File: src/rtl/dmem_pkg.sv
// Shared types and defaults for the data-memory access unit.
package dmem_pkg;

    localparam int DMEM_ADDR_W = 8;
    localparam int DMEM_DATA_W = 16;
    localparam int DMEM_TAG_W  = 3;
    localparam int DMEM_DEPTH  = 2 ** DMEM_ADDR_W;

    typedef enum logic {
        CLEAR = 1'b0,
        RUN   = 1'b1
    } dmem_state_e;

endpackage

File: src/rtl/dmem_access_unit.sv
// Memory-stage controller in front of the single-port data RAM:
// zero-sweep after reset or on request, then range-checked load/store.
module dmem_access_unit
    import dmem_pkg::*;
#(
    parameter int ADDR_W = DMEM_ADDR_W,
    parameter int DATA_W = DMEM_DATA_W,
    parameter int TAG_W  = DMEM_TAG_W
) (
    input  logic              clk,
    input  logic              rst_n,
    input  logic              req_valid,
    output logic              req_ready,
    input  logic              req_we,
    input  logic [DATA_W-1:0] req_addr,
    input  logic [DATA_W-1:0] req_wdata,
    input  logic [TAG_W-1:0]  req_tag,
    output logic              rsp_valid,
    input  logic              rsp_ready,
    output logic [DATA_W-1:0] rsp_rdata,
    output logic [TAG_W-1:0]  rsp_tag,
    output logic              rsp_fault,
    input  logic              clr_start,
    output logic              busy,
    output logic [ADDR_W-1:0] ram_add,
    output logic [DATA_W-1:0] ram_din,
    output logic              ram_we,
    input  logic [DATA_W-1:0] ram_dout
);

    localparam int DEPTH = 2 ** ADDR_W;
    localparam logic [ADDR_W-1:0] CNT_LAST = ADDR_W'(DEPTH - 1);

    dmem_state_e       state_q, state_d;
    logic [ADDR_W-1:0] clr_cnt_q, clr_cnt_d;

    logic              rsp_valid_q, rsp_valid_d;
    logic [DATA_W-1:0] rsp_rdata_q, rsp_rdata_d;
    logic [TAG_W-1:0]  rsp_tag_q, rsp_tag_d;
    logic              rsp_fault_q, rsp_fault_d;

    logic run;
    logic fault;
    logic accept;

    assign run    = (state_q == RUN);
    assign fault  = |req_addr[DATA_W-1:ADDR_W];
    assign busy   = !run;

    // A clear request wins over any request presented in the same cycle.
    assign req_ready = run && !clr_start
                       && (!rsp_valid_q || rsp_ready);
    assign accept    = req_valid && req_ready;

    assign ram_add = run ? req_addr[ADDR_W-1:0] : clr_cnt_q;
    assign ram_din = run ? req_wdata : '0;
    assign ram_we  = !run || (accept && req_we && !fault);

    always_comb begin
        state_d   = state_q;
        clr_cnt_d = clr_cnt_q;
        case (state_q)
            CLEAR: begin
                clr_cnt_d = clr_cnt_q + 1'b1;
                if (clr_cnt_q == CNT_LAST) begin
                    state_d = RUN;
                end
            end
            RUN: begin
                if (clr_start) begin
                    state_d   = CLEAR;
                    clr_cnt_d = '0;
                end
            end
            default: begin
                state_d   = CLEAR;
                clr_cnt_d = '0;
            end
        endcase
    end

    always_comb begin
        rsp_valid_d = rsp_valid_q;
        rsp_rdata_d = rsp_rdata_q;
        rsp_tag_d   = rsp_tag_q;
        rsp_fault_d = rsp_fault_q;
        if (accept) begin
            rsp_valid_d = 1'b1;
            rsp_rdata_d = (req_we || fault) ? '0 : ram_dout;
            rsp_tag_d   = req_tag;
            rsp_fault_d = fault;
        end else if (rsp_ready) begin
            rsp_valid_d = 1'b0;
        end
    end

    always_ff @(posedge clk or negedge rst_n) begin
        if (!rst_n) begin
            state_q     <= CLEAR;
            clr_cnt_q   <= '0;
            rsp_valid_q <= 1'b0;
            rsp_rdata_q <= '0;
            rsp_tag_q   <= '0;
            rsp_fault_q <= 1'b0;
        end else begin
            state_q     <= state_d;
            clr_cnt_q   <= clr_cnt_d;
            rsp_valid_q <= rsp_valid_d;
            rsp_rdata_q <= rsp_rdata_d;
            rsp_tag_q   <= rsp_tag_d;
            rsp_fault_q <= rsp_fault_d;
        end
    end

    assign rsp_valid = rsp_valid_q;
    assign rsp_rdata = rsp_rdata_q;
    assign rsp_tag   = rsp_tag_q;
    assign rsp_fault = rsp_fault_q;

endmodule

File: config.mk
export PLATFORM = sky130hd
export DESIGN_NAME = dmem_access_unit
export DESIGN_NICKNAME = d
export VERILOG_FILES = /design/src/rtl/dmem_pkg.sv /design/src/rtl/dmem_access_unit.sv
export SDC_FILE = /design/constraint.sdc
export NUM_CORES = 1
export LEC_CHECK = 0
export ABC_AREA = 0
export CELL_PAD_IN_SITES_DETAIL_PLACEMENT = 0
export CELL_PAD_IN_SITES_GLOBAL_PLACEMENT = 1
export CORE_UTILIZATION = 28
export CTS_CLUSTER_SIZE = 20
export DETAILED_ROUTE_END_ITERATION = 8
export HOLD_SLACK_MARGIN = 0.08
export PLACE_DENSITY_LB_ADDON = 0.08
export SETUP_SLACK_MARGIN = 0.5
export SLEW_MARGIN = 0
export SYNTH_ARGS = -nofsm -noshare
export SYNTH_HDL_FRONTEND = slang
export SYNTH_SLANG_ARGS = --single-unit
File: constraint.sdc
create_clock -name clk -period 4.8 [get_ports clk]
set_clock_uncertainty 0.1 [all_clocks]
set_input_delay 1.44 -clock clk [delete_from_list [all_inputs] [get_ports clk]]
set_output_delay 1.44 -clock clk [all_outputs]
set_load 0.03 [all_outputs]
==> summary.md <==
| Metric | Value |
|---|---|
| Status | finished clean |
| Busiest grt layer | met2 |
| Critical path, cell by cell | clkdlybuf4s50_1 -> and2_1 -> clkdlybuf4s50_1 |
| Clk pin slew, worst setup/hold paths | 0.06 ns |
| Detail-routed net length per standard cell | 14.5 µm |
| Inserted Clock Buffers | 5 |
| Final setup violating endpoints | 0 |
| Total Die Area | 6210 µm² |
| CTS tree | yes |
| Fill count | 552 |
| Crit-path slowest cell | clkdlybuf4s50_1 |
| First-pass GRT wire length | 8010 µm |
| Residual DRC count | 0 |
| Final hold vios | 0 |
| Max Cap Violations | 0 |
| Share of post-route cells with drive strength above 1 | 12.2% |
| Die height | 78.8 µm |
| Setup crit start kind | primary input |
| Syn Area/Cell | 9.96 µm² |
| Slew headroom | 29.1% |
| Top cells by area, synth | dfrtp_1 (45%), a31oi_1 (6.8%), and2_1 (6.4%), mux2_2 (6.1%), a31o_1 (5.3%) |
| Post-Synthesis Cells | 166 |
| Pre-antenna DRT Iters | 4 |
| CTS H-tree depth | 2 |
| CP Data Required Time | 3.26 ns |
| Worst setup EP type | primary output |
| Post-synthesis register bit count | 30 |
| Final Net Count | 327 |
| FF+latch area | 751 µm² |
| Ys async rst share | 100% |
| Synth warn | 0 |
| Cell variety after synth | 34 |
| DRT Wirelength | 4950 µm |
| Antenna Violating Nets Remaining | 0 |
| Pleak | 1.19 nW |
| Post-layout min period | 4.23 ns |
| Worst Hold Class | register to register |
| Via density | 4.82 |
| Clk_lat worst skew | 0.28 ns |
| # rows | 27 |
| Multi-input logic area | 754 µm² |
| Most numerous cell in the Yosys netlist | dfrtp_1 |
| Hpwl dp | 3540 µm |
| GR Overflow Total | 0 |
| Number of global-route vias before repair | 1623 |
| VDD IR max | 196 µV |
| Total Routing Usage GR | 16.6% |
| Top cell by count, worst path | clkdlybuf4s50_1 |
| WS Path Type | primary input to primary output |
| Pwr/cell area | 427 nW/µm² |
| ANT cells | 0 |
| Area grow syn2layout | 72.6% |
| Power, Total | 1.22 mW |
| Initial antenna violation count | 0 |
| DR iter-0 viols | 84 |
| Die X | 78.8 µm |
| Ys flop type | dfrtp_1 |
| Hold_buf cts | 0 |
| IO Pins | 105 |
| Slew of the pin with the lowest slew margin | 1.06 ns |
| Starting density of the core | 29.5% |
| Cell Area, Synth | 1650 µm² |
| # clock sinks | 30 |
| Top cell type's share of synthesized area | 45.4% |
| Worst path max stage delay | 0.69 ns |
| CP max FO | 1 |
| Met3 Usage GRT | 4.83% |
| Final Cycle Share | 88.2% |
| Largest net degree at the start of global routing | 40 |
| Core Area | 5610 µm² |
| Worst Path Arrival | 2.69 ns |
| Post-synth top cells | dfrtp_1 (30), a31oi_1 (18), and2_1 (17), inv_1 (17), nand2_1 (12) |
| GP Congestion | 0.823 |
| Leading area contributor after synthesis | dfrtp_1 |
| Via count | 1648 |
| Root Driver | clkbuf_8 |
| Pins over their slew limit | 0 |
| Clk buf depth | 2 |
| Post-synthesis sequential area ratio | 45.4% |
| Synthesized Nets | 224 |
| Setup TNS | 0 ns |
| Grt met2 use | 26.8% |
| Port-buffer cells | 104 |
| FMAX | 236 MHz |
| GR Util met1 | 21.6% |
| RSZ-0062 raised after global routing | false |
| Post-synth EDFFs | 0 |
critical path: cells and delay by family:
| family | cells | cell delay (ns) |
|---|---|---|
| buffers and inverters | 2 | 1.14 |
| and+or+nand+nor | 1 | 0.11 |
timing repair:
item | CTS | global route
gates resized for setup | 0 | 3
endpoints found under the setup margin | 0 | 2
buffers inserted | 0 | 0
stage by stage:
step | utilization (%) | instances | setup WS, ns | area [µm²] | hold WS [ns]
2_1_floorplan | - | 166 | 0.555 | 1650 | 0.357
3_3_place_gp | 48.7 | 334 | 0.549 | 2730 | 0.384
3_5_place_dp | 48.7 | 334 | 0.523 | 2730 | 0.392
4_1_cts | 50.7 | 342 | 0.526 | 2840 | 0.403
5_1_grt | 50.9 | 342 | 0.528 | 2850 | 0.440
6_report | 50.9 | 342 | 0.568 | 2850 | 0.405
report_power, final:
part	switching [mW]	internal, mW
sequential	0.0691	0.331
combinational	0.291	0.285
clock	0.0963	0.145
area by class of cell:
cell class / instances / area share [%]
clock buffer: 8 / 3.86
sequential: 30 / 26.3
inverter: 17 / 2.24
multi-input combinational: 105 / 26.4
timing repair buffer: 110 / 38.0
tap: 72 / 3.16
final timing paths:
kind,endpoint,start,slack [ns],cells past startpoint
worst max-delay path,ram_din[7],req_wdata[7],0.57,3
worst min-delay path,clr_cnt_q[7],clr_cnt_q[7],0.41,1
worst max register to register,rsp_tag[1],run,2.09,4
worst min register to register,clr_cnt_q[7],clr_cnt_q[7],0.41,1
max in group asynchronous,rsp_rdata[6],rst_n,2.85,2
min in group asynchronous,rsp_rdata[14],rst_n,1.45,2
flip-flops by register name (all words and copies together), names as in the netlist:
signal     flops
rsp_rdata     16
rsp_valid      1
run            1
rsp_tag        3
clr_cnt_q      8
rsp_fault      1
logic make-up after synthesis:
logic type               Yosys count  share of synthesized area (%)
flip-flops                        30                           45.4
multiplexers                       9                           6.13
buffers and inverters             31                           9.46
AND/OR/NAND/NOR                   46                           16.4
XOR/XNOR                           2                           1.06
adder cells (fa/ha/maj)            1                          0.757
AO/OA/AOI/OAI                     47                           20.8
metal layers:
metal  part of all wire, %  up-vias
met3                   8.8        5
met4                  0.75        0
met1                    44      768
met2                    47       75
met5                     0        -
li1                      -      800
placed cells by master (no fill, tap or decap), drive strengths merged, types with 2 or more instances in the layout:
| cell | Yosys | layout |
|---|---|---|
| a31o | 16 | 16 |
| clkbuf | 6 | 8 |
| nand3 | 6 | 6 |
| and2 | 17 | 17 |
| clkdlybuf4s50 | 0 | 101 |
| o22ai | 2 | 2 |
| mux2 | 9 | 9 |
| dfrtp | 30 | 30 |
| nor4 | 2 | 2 |
| nand2 | 12 | 12 |
| buf | 8 | 8 |
| a31oi | 18 | 18 |
| o31ai | 2 | 2 |
| o21ai | 3 | 3 |
| inv | 17 | 17 |
| nor2b | 2 | 2 |
| o211ai | 2 | 2 |
Note: power is estimated with default switching activity, not from simulation.
